--- config.mk ---
export PLATFORM = sky130hd
export DESIGN_NAME = rnn_hstate_drain_flat
export DESIGN_NICKNAME = d
export VERILOG_FILES = /design/src/rtl/rnn_pkg.sv /design/src/rtl/rnn_hstate_drain_if.sv /design/src/rtl/rnn_sync_fifo.sv /design/src/rtl/rnn_hstate_drain.sv /design/src/flat_wrapper.sv
export SDC_FILE = /design/constraint.sdc
export NUM_CORES = 1
export LEC_CHECK = 0
export ABC_CLOCK_PERIOD_IN_PS = 14500
export CORE_MARGIN = 1.5
export CORE_UTILIZATION = 39
export DETAILED_ROUTE_END_ITERATION = 8
export HOLD_SLACK_MARGIN = 0.1
export PLACE_DENSITY = 0.66
export SYNTH_ARGS = -nofsm -noshare
export SYNTH_HDL_FRONTEND = slang
export SYNTH_SLANG_ARGS = --single-unit
--- constraint.sdc ---
create_clock -name clk -period 14.5 [get_ports clk]
set_clock_uncertainty 0.15 [all_clocks]
set_input_delay 4.35 -clock clk [delete_from_list [all_inputs] [get_ports clk]]
set_output_delay 4.35 -clock clk [all_outputs]
set_load 0.02 [all_outputs]
--- src/rtl/rnn_pkg.sv ---
`default_nettype none
// ============================================================================
// Module   : rnn_pkg
// Purpose  : Shared types and constants for the RNN hidden-state drain stage.
//            The result tag is {t[10:0], h[5:0]}, and data is signed Q3.16.
// Revision : 1.0 - initial release
// ============================================================================
package rnn_pkg;

  localparam int H_DIM = 64;
  localparam int T_W   = 11;
  localparam int H_W   = 6;
  localparam int D_W   = 20;
  localparam int E_W   = D_W + T_W + H_W;

  localparam logic [2:0]     MSEL_WR_H = 3'b101;
  localparam logic [D_W-1:0] Q_ONE     = 20'h10000;
  localparam logic [H_W-1:0] H_LAST    = 6'(H_DIM - 1);

  typedef enum logic [1:0] {
    IDLE   = 2'd0,
    ACTIVE = 2'd1,
    DRAIN  = 2'd2
  } state_t;

  // One buffered hidden-state word with its tags.
  typedef struct packed {
    logic [D_W-1:0] data;
    logic [T_W-1:0] t;
    logic [H_W-1:0] h;
  } entry_t;

endpackage
`default_nettype wire

--- src/rtl/rnn_hstate_drain_if.sv ---
`default_nettype none
// ============================================================================
// Module   : rnn_hstate_drain_if
// Purpose  : Valid/ready output stream carrying tagged hidden-state words.
//   o_valid  word available (driven by master)
//   o_ready  consumer accepts (driven by slave)
//   o_data   20-bit hidden value, o_t timestep tag, o_h neuron index
//   o_last   final word of the timestep (o_h == 63)
// Revision : 1.0 - initial release
// ============================================================================
interface rnn_hstate_drain_if;
  import rnn_pkg::*;

  logic           o_valid;
  logic           o_ready;
  logic [D_W-1:0] o_data;
  logic [T_W-1:0] o_t;
  logic [H_W-1:0] o_h;
  logic           o_last;

  modport master (output o_valid, o_data, o_t, o_h, o_last, input o_ready);
  modport slave  (input o_valid, o_data, o_t, o_h, o_last, output o_ready);

endinterface
`default_nettype wire

--- src/rtl/rnn_sync_fifo.sv ---
`default_nettype none
// ============================================================================
// Module   : rnn_sync_fifo
// Purpose  : First-word-fall-through synchronous FIFO.
//   clk, reset (async, active-low), i_clr (sync clear, beats push/pop)
//   i_push/i_wdata write side, i_pop read side, o_rdata head word
//   (zero while empty), o_full / o_empty status flags.
// Revision : 1.0 - initial release
// ============================================================================
module rnn_sync_fifo #(
  parameter int DEPTH = 16,
  parameter int WIDTH = 37,
  parameter int AW    = 4
) (
  input  wire logic             clk,
  input  wire logic             reset,
  input  wire logic             i_clr,
  input  wire logic             i_push,
  input  wire logic [WIDTH-1:0] i_wdata,
  input  wire logic             i_pop,
  output logic      [WIDTH-1:0] o_rdata,
  output logic                  o_full,
  output logic                  o_empty
);

  logic [WIDTH-1:0] r_mem [DEPTH];
  logic [AW:0]      r_wptr;
  logic [AW:0]      r_rptr;
  logic             w_do_pop;
  logic             w_do_push;

  // Pointers carry one wrap bit so full and empty are distinguishable.
  assign o_empty   = (r_wptr == r_rptr);
  assign o_full    = (r_wptr[AW] != r_rptr[AW]) && (r_wptr[AW-1:0] == r_rptr[AW-1:0]);
  assign w_do_pop  = i_pop && !o_empty && !i_clr;
  // A push into a full FIFO lands in the slot the same-cycle pop vacates.
  assign w_do_push = i_push && (!o_full || w_do_pop) && !i_clr;

  // Head is masked while empty so stale storage never reaches the outputs.
  assign o_rdata = o_empty ? '0 : r_mem[r_rptr[AW-1:0]];

  always_ff @(posedge clk) begin
    if (w_do_push) begin
      r_mem[r_wptr[AW-1:0]] <= i_wdata;
    end
  end

  always_ff @(posedge clk or negedge reset) begin
    if (!reset) begin
      r_wptr <= '0;
      r_rptr <= '0;
    end else if (i_clr) begin
      r_wptr <= '0;
      r_rptr <= '0;
    end else begin
      if (w_do_push) r_wptr <= r_wptr + (AW+1)'(1);
      if (w_do_pop)  r_rptr <= r_rptr + (AW+1)'(1);
    end
  end

endmodule
`default_nettype wire

--- src/rtl/rnn_hstate_drain.sv ---
`default_nettype none
// ============================================================================
// Module   : rnn_hstate_drain
// Purpose  : Snoops the RNN core result-write port, buffers hidden-state
//            words with {t,h} tags and streams them to the host/DMA.
//   clk, reset (async active-low), clr (sync soft clear)
//   mce/msel/maddr/mdata_w  core write port (msel 3'b101 = hidden write)
//   rnn_busy                core busy, falling edge starts the drain
//   out_if (master)         valid/ready word stream
//   o_eos                   one-cycle end-of-sequence pulse
//   t_done, ovf, seq_err, drop_cnt   status/error counters
//   max_vld/max_val/max_idx per-timestep max (RNN_HDRAIN_MAX_EN only)
// Build option: define RNN_HDRAIN_MAX_EN to build the max tracker.
// Revision : 1.0 - initial release
// ============================================================================
module rnn_hstate_drain
  import rnn_pkg::*;
#(
  parameter int DEPTH  = 16,
  parameter int AW     = 4,
  parameter int DROP_W = 8
) (
  input  wire logic              clk,
  input  wire logic              reset,
  input  wire logic              mce,
  input  wire logic [2:0]        msel,
  input  wire logic [16:0]       maddr,
  input  wire logic [D_W-1:0]    mdata_w,
  input  wire logic              rnn_busy,
  input  wire logic              clr,
  rnn_hstate_drain_if.master     out_if,
  output logic                   o_eos,
  output logic      [T_W-1:0]    t_done,
  output logic                   ovf,
  output logic                   seq_err,
  output logic      [DROP_W-1:0] drop_cnt,
  output logic                   max_vld,
  output logic      [D_W-1:0]    max_val,
  output logic      [H_W-1:0]    max_idx
);

  logic           w_wr, w_pop, w_push, w_drop, w_full, w_empty;
  logic [H_W-1:0] w_h;
  entry_t         w_wentry, w_rentry;

  logic [H_W-1:0]    r_exp_h;
  logic [T_W-1:0]    r_t_done;
  logic              r_ovf, r_seq_err, r_busy_d, r_eos;
  logic [DROP_W-1:0] r_drop_cnt;
  state_t            r_state;

  assign w_wr   = mce && (msel == MSEL_WR_H);
  assign w_h    = maddr[H_W-1:0];
  assign w_pop  = out_if.o_valid && out_if.o_ready;
  assign w_push = w_wr && (!w_full || w_pop);
  assign w_drop = w_wr && w_full && !w_pop;

  assign w_wentry = '{data: mdata_w, t: maddr[16:H_W], h: w_h};

  rnn_sync_fifo #(
    .DEPTH (DEPTH),
    .WIDTH (E_W),
    .AW    (AW)
  ) u_fifo (
    .clk     (clk),
    .reset   (reset),
    .i_clr   (clr),
    .i_push  (w_push),
    .i_wdata (w_wentry),
    .i_pop   (w_pop),
    .o_rdata (w_rentry),
    .o_full  (w_full),
    .o_empty (w_empty)
  );

  assign out_if.o_valid = !w_empty;
  assign out_if.o_data  = w_rentry.data;
  assign out_if.o_t     = w_rentry.t;
  assign out_if.o_h     = w_rentry.h;
  assign out_if.o_last  = (w_rentry.h == H_LAST);

  assign o_eos    = r_eos;
  assign t_done   = r_t_done;
  assign ovf      = r_ovf;
  assign seq_err  = r_seq_err;
  assign drop_cnt = r_drop_cnt;

  // Sequence checker and counters. Dropped words still advance the
  // expected index and the timestep count so the host view stays aligned.
  always_ff @(posedge clk or negedge reset) begin
    if (!reset) begin
      r_exp_h    <= '0;
      r_t_done   <= '0;
      r_ovf      <= 1'b0;
      r_seq_err  <= 1'b0;
      r_drop_cnt <= '0;
    end else if (clr) begin
      r_exp_h    <= '0;
      r_t_done   <= '0;
      r_ovf      <= 1'b0;
      r_seq_err  <= 1'b0;
      r_drop_cnt <= '0;
    end else begin
      if (w_wr) begin
        r_exp_h <= w_h + 6'd1;
        if (w_h == H_LAST) r_t_done <= r_t_done + 11'd1;
      end
      if (w_push && (w_h != r_exp_h)) r_seq_err <= 1'b1;
      if (w_drop) begin
        r_ovf <= 1'b1;
        if (r_drop_cnt != '1) r_drop_cnt <= r_drop_cnt + DROP_W'(1);
      end
    end
  end

  // Sequence FSM. o_eos is a registered pulse on the DRAIN->IDLE step.
  always_ff @(posedge clk or negedge reset) begin
    if (!reset) begin
      r_state  <= IDLE;
      r_busy_d <= 1'b0;
      r_eos    <= 1'b0;
    end else if (clr) begin
      r_state  <= IDLE;
      r_busy_d <= 1'b0;
      r_eos    <= 1'b0;
    end else begin
      r_busy_d <= rnn_busy;
      r_eos    <= 1'b0;
      case (r_state)
        IDLE:    if (w_wr) r_state <= ACTIVE;
        ACTIVE:  if (r_busy_d && !rnn_busy) r_state <= DRAIN;
        // A write arriving while empty keeps us draining one more round.
        DRAIN: begin
          if (w_empty && !w_push) begin
            r_state <= IDLE;
            r_eos   <= 1'b1;
          end
        end
        default: r_state <= IDLE;
      endcase
    end
  end

`ifdef RNN_HDRAIN_MAX_EN
  logic [D_W-1:0] r_run_max, r_max_val, w_cand_max;
  logic [H_W-1:0] r_run_idx, r_max_idx, w_cand_idx;
  logic           r_max_vld, w_take;

  // h==0 restarts the timestep; strict compare keeps the lower index on ties.
  assign w_take     = (w_h == '0) || ($signed(mdata_w) > $signed(r_run_max));
  assign w_cand_max = w_take ? mdata_w : r_run_max;
  assign w_cand_idx = w_take ? w_h : r_run_idx;

  always_ff @(posedge clk or negedge reset) begin
    if (!reset) begin
      r_run_max <= '0;
      r_run_idx <= '0;
      r_max_vld <= 1'b0;
      r_max_val <= '0;
      r_max_idx <= '0;
    end else if (clr) begin
      r_run_max <= '0;
      r_run_idx <= '0;
      r_max_vld <= 1'b0;
      r_max_val <= '0;
      r_max_idx <= '0;
    end else begin
      r_max_vld <= 1'b0;
      if (w_wr) begin
        r_run_max <= w_cand_max;
        r_run_idx <= w_cand_idx;
        if (w_h == H_LAST) begin
          r_max_vld <= 1'b1;
          r_max_val <= w_cand_max;
          r_max_idx <= w_cand_idx;
        end
      end
    end
  end

  assign max_vld = r_max_vld;
  assign max_val = r_max_val;
  assign max_idx = r_max_idx;
`else
  assign max_vld = 1'b0;
  assign max_val = '0;
  assign max_idx = '0;
`endif

endmodule
`default_nettype wire

--- src/flat_wrapper.sv ---
// flat-port wrapper written by rule: the top's interface ports become plain ports
module rnn_hstate_drain_flat import rnn_pkg::*;
#(
  parameter int DEPTH  = 16,
  parameter int AW     = 4,
  parameter int DROP_W = 8
)
  (clk, reset, mce, msel, maddr, mdata_w, rnn_busy, clr, o_eos, t_done, ovf, seq_err, drop_cnt, max_vld, max_val, max_idx, out_if_o_valid, out_if_o_data, out_if_o_t, out_if_o_h, out_if_o_last, out_if_o_ready);
  rnn_hstate_drain_if out_if_i ();
  input  wire logic clk;
  input  wire logic reset;
  input  wire logic mce;
  input  wire logic [2:0] msel;
  input  wire logic [16:0] maddr;
  input  wire logic [D_W-1:0] mdata_w;
  input  wire logic rnn_busy;
  input  wire logic clr;
  output logic o_eos;
  output logic      [T_W-1:0] t_done;
  output logic ovf;
  output logic seq_err;
  output logic      [DROP_W-1:0] drop_cnt;
  output logic max_vld;
  output logic      [D_W-1:0] max_val;
  output logic      [H_W-1:0] max_idx;
  output wire logic [$bits(out_if_i.o_valid)-1:0] out_if_o_valid;
  output wire logic [$bits(out_if_i.o_data)-1:0] out_if_o_data;
  output wire logic [$bits(out_if_i.o_t)-1:0] out_if_o_t;
  output wire logic [$bits(out_if_i.o_h)-1:0] out_if_o_h;
  output wire logic [$bits(out_if_i.o_last)-1:0] out_if_o_last;
  input wire logic [$bits(out_if_i.o_ready)-1:0] out_if_o_ready;
  assign out_if_o_valid = out_if_i.o_valid;
  assign out_if_o_data = out_if_i.o_data;
  assign out_if_o_t = out_if_i.o_t;
  assign out_if_o_h = out_if_i.o_h;
  assign out_if_o_last = out_if_i.o_last;
  assign out_if_i.o_ready = out_if_o_ready;
  rnn_hstate_drain #(.DEPTH(DEPTH), .AW(AW), .DROP_W(DROP_W)) u_core (.clk(clk), .reset(reset), .mce(mce), .msel(msel), .maddr(maddr), .mdata_w(mdata_w), .rnn_busy(rnn_busy), .clr(clr), .out_if(out_if_i), .o_eos(o_eos), .t_done(t_done), .ovf(ovf), .seq_err(seq_err), .drop_cnt(drop_cnt), .max_vld(max_vld), .max_val(max_val), .max_idx(max_idx));
endmodule
==> flow_metrics.tcl <==
set metrics [dict create \
    run_status "completed" \
    portBuffers 106 \
    cap_violations 0 \
    tightestPinTransition_ns 1.15 \
    grt_pass1_vias 12303 \
    firstDrtPassIters 5 \
    cts.repair.resized 0 \
    worst-setup-path-type "register to output pin" \
    vias_per_cell 5.38 \
    clock_path_buffers 3 \
    clock-root-buffer "clkbuf_16" \
    cts_tree "done" \
    setup_viol 0 \
    cp_slowest_cell "buf_4" \
    clock_latency_ns 0.61 \
    syn_to_final_growth_pct 16.7 \
    cp-end-kind "output pin" \
    utilization_pct 46.1 \
    fin_crit_sh_pct 64.0 \
    power.leakage_nw 9.00 \
    syn_avg_cell_area_um2 21.4 \
    hold_class "register to register" \
    synthArstFlopShare_pct 6.48 \
    grt_pass1_wl_mm 80.1 \
    crit_family "buffers and inverters" \
    slew_violations 0 \
    rsz0062_at_grt "false" \
    power_density_nw_per_um2 131 \
    core_um2 63200 \
    detail_route.wl_per_cell_um 24.1 \
    die_w_um 256 \
    worstPathCellList "buf_4, buf_4, mux4_2, mux4_2, and2_1, clkdlybuf4s50_1" \
    critPathLaunchType "register" \
    vias 11867 \
    seq_area_frac_synth_pct 75.3 \
    relSlewSlack_pct 23.2 \
    fmax_mhz 108 \
    rows 92 \
    arrival_ns 4.79 \
    antenna_found_initial 2 \
    ys.flop_type "edfxtp_1" \
    ctsHtreeMaxLevel 3 \
    numCtsBuffers 66 \
    final_nets 1362 \
    pin_count 134 \
    overflow 0 \
    fin_setup_tns_ns 0 \
    die_h_um 256 \
    clock-sinks 633 \
    final_common_cell "edfxtp_1" \
    ant_nets 0 \
    post_cts_buffers 0 \
    hold_violations 0 \
    crit_fanout 47 \
    die_area_um2 65500 \
    synth_edf_count 592 \
    ir_drop_mv 0.0780 \
    post_synth_num_cell_types 41 \
    ys_ff_latch 633 \
    dp_hpwl_mm 27.5 \
    drive_gt1_share_pct 22.9 \
    dr.first_iter.drc_count 1020 \
    critPathRequiredTime_ns 10.00 \
    yosysWarnings 0 \
    finalCriticalPeriod_ns 9.29 \
    path_buf_inv 3 \
    grt_max_degree 76 \
    mostFrequentLayoutCells "592 x edfxtp_1, 174 x mux4_2, 105 x clkdlybuf4s50_1" \
    postCtsHoldBufs 0 \
    synthCells 1168 \
    start_util_pct 39.5 \
    routed_wl_mm 53.3 \
    cts.clk_slew.worst_paths_ns 0.05 \
    globalplace.congestion 0.728 \
    drc_errors 0 \
    synth_area_um2 25000 \
    grtUsageTotal_pct 16.5 \
    worst_path_largest_cell_delay_ns 0.83 \
]
## cell families (layout without fill, tap and decap cells)
kind of cell,count (synthesis),after routing,synth area share (%)
other,1,28,0.0150
muxes,189,189,16.3
DFF,633,633,75.3
buffers and inverters,94,259,2.13
and+or+nand+nor,151,151,3.10
adders and majority gates,8,8,0.401
AOI/OAI and AO/OA,58,58,1.54
xor gates and xnor gates,34,34,1.19
## flip-flops by register name (all words and copies together), names as in the netlist
register / count
u_core.u_fifo.r_rptr: 5
u_core.t_done: 11
u_core.drop_cnt: 8
u_core.ovf: 1
u_core.r_busy_d: 1
u_core.r_exp_h: 6
u_core.u_fifo.r_mem: 592
u_core.o_eos: 1
u_core.seq_err: 1
u_core.r_state: 2
u_core.u_fifo.r_wptr: 5
## metal layers
layer  share of wire (%)  routed length (µm)  up-vias  global-route usage [%]
met5               0.049                  26        -                       0
met4                 1.6                 828        4                    4.06
met3                 6.2                3290       75                    3.77
met2                  48               25400      378                    25.8
met1                  44               23700     6357                    23.4
li1                    -                   -     5053                       -
## worst reg2reg max path: cells and delay by family (launching register included)
kind | cells | cell delay (ns)
XOR/XNOR | 1 | 0.19
buffers and inverters | 1 | 0.53
flip-flops | 1 | 0.80
AO/OA/AOI/OAI | 1 | 0.43
AND/OR/NAND/NOR | 3 | 1.36
## final cells by class
class                           count  area [µm²]
Fill cell                        5178       34100
Sequential cell                   633       18800
Multi-Input combinational cell    467        5840
Clock buffer                       88        1810
Timing Repair Buffer              131        1240
Tap cell                          846        1060
Clock inverter                     31         339
Inverter                            9        33.8
Antenna cell                        1        2.50
## cells in the mapped netlist, drive strengths merged (2+ instances only)
| cell | instances | area (µm²) |
|---|---|---|
| and2 | 35 | 219 |
| nor2 | 49 | 184 |
| nor2b | 5 | 31.3 |
| xor2 | 17 | 149 |
| ha | 8 | 100 |
| a21oi | 15 | 75.1 |
| a22oi | 8 | 60.1 |
| o21ai | 10 | 50.1 |
| buf | 59 | 402 |
| edfxtp | 592 | 17800 |
| mux4 | 174 | 3920 |
| and4 | 4 | 35.0 |
| o2111ai | 3 | 26.3 |
| o211ai | 3 | 22.5 |
| clkbuf | 26 | 97.6 |
| nor3 | 5 | 25.0 |
| and3 | 2 | 12.5 |
| inv | 9 | 33.8 |
| dfrtp | 41 | 1030 |
| nand3 | 8 | 40.0 |
| a211oi | 5 | 37.5 |
| mux2i | 15 | 150 |
| a31oi | 3 | 18.8 |
| nand2b | 4 | 25.0 |
| nand2 | 19 | 71.3 |
| nor4 | 6 | 37.5 |
| nand4 | 7 | 43.8 |
| or3 | 5 | 31.3 |
| xnor2 | 17 | 149 |
| a221oi | 6 | 52.6 |
## worst paths after layout
| kind | from | endpoint | slack [ns] | depth (start not counted) |
|---|---|---|---|---|
| hold / removal | u_core.r_state[1] | u_core.r_state[0] | 0.33 | 1 |
| hold reg to reg | u_core.r_state[1] | u_core.r_state[0] | 0.33 | 1 |
| setup / recovery | u_core.u_fifo.r_rptr[0] | out_if_o_data[0] | 5.21 | 6 |
| max in group asynchronous | reset | u_core.u_fifo.r_rptr[0] | 9.72 | 1 |
| setup reg to reg | u_core.u_fifo.r_rptr[0] | u_core.u_fifo.r_mem[7][36] | 10.67 | 6 |
| min in group asynchronous | reset | u_core.drop_cnt[5] | 3.76 | 1 |
## power breakdown
part	total [W]	internal, W	switching, W	leakage, nW
combinational	0.000165	0.0000754	0.0000898	2.08
sequential	0.00201	0.00200	0.00000515	5.88
clock	0.00166	0.000960	0.000697	1.04
total	0.00383	0.00303	0.000792	9.00
## through the flow
step | setup slack (ns) | area, µm² | hold slack (ns) | total power [W] | cells
6_report | 5.21 | 29100 | 0.335 | 0.00383 | 2206
5_1_grt | 4.84 | 29100 | 0.339 | 0.00395 | 2205
4_1_cts | 5.04 | 29100 | 0.323 | 0.00387 | 2205
3_5_place_dp | 5.71 | 27000 | 0.292 | 0.00221 | 2086
3_3_place_gp | 5.71 | 27000 | 0.269 | 0.00221 | 2086
2_1_floorplan | 6.14 | 25100 | 0.260 | 0.00215 | 1194
(Power assumes the default switching activity.)
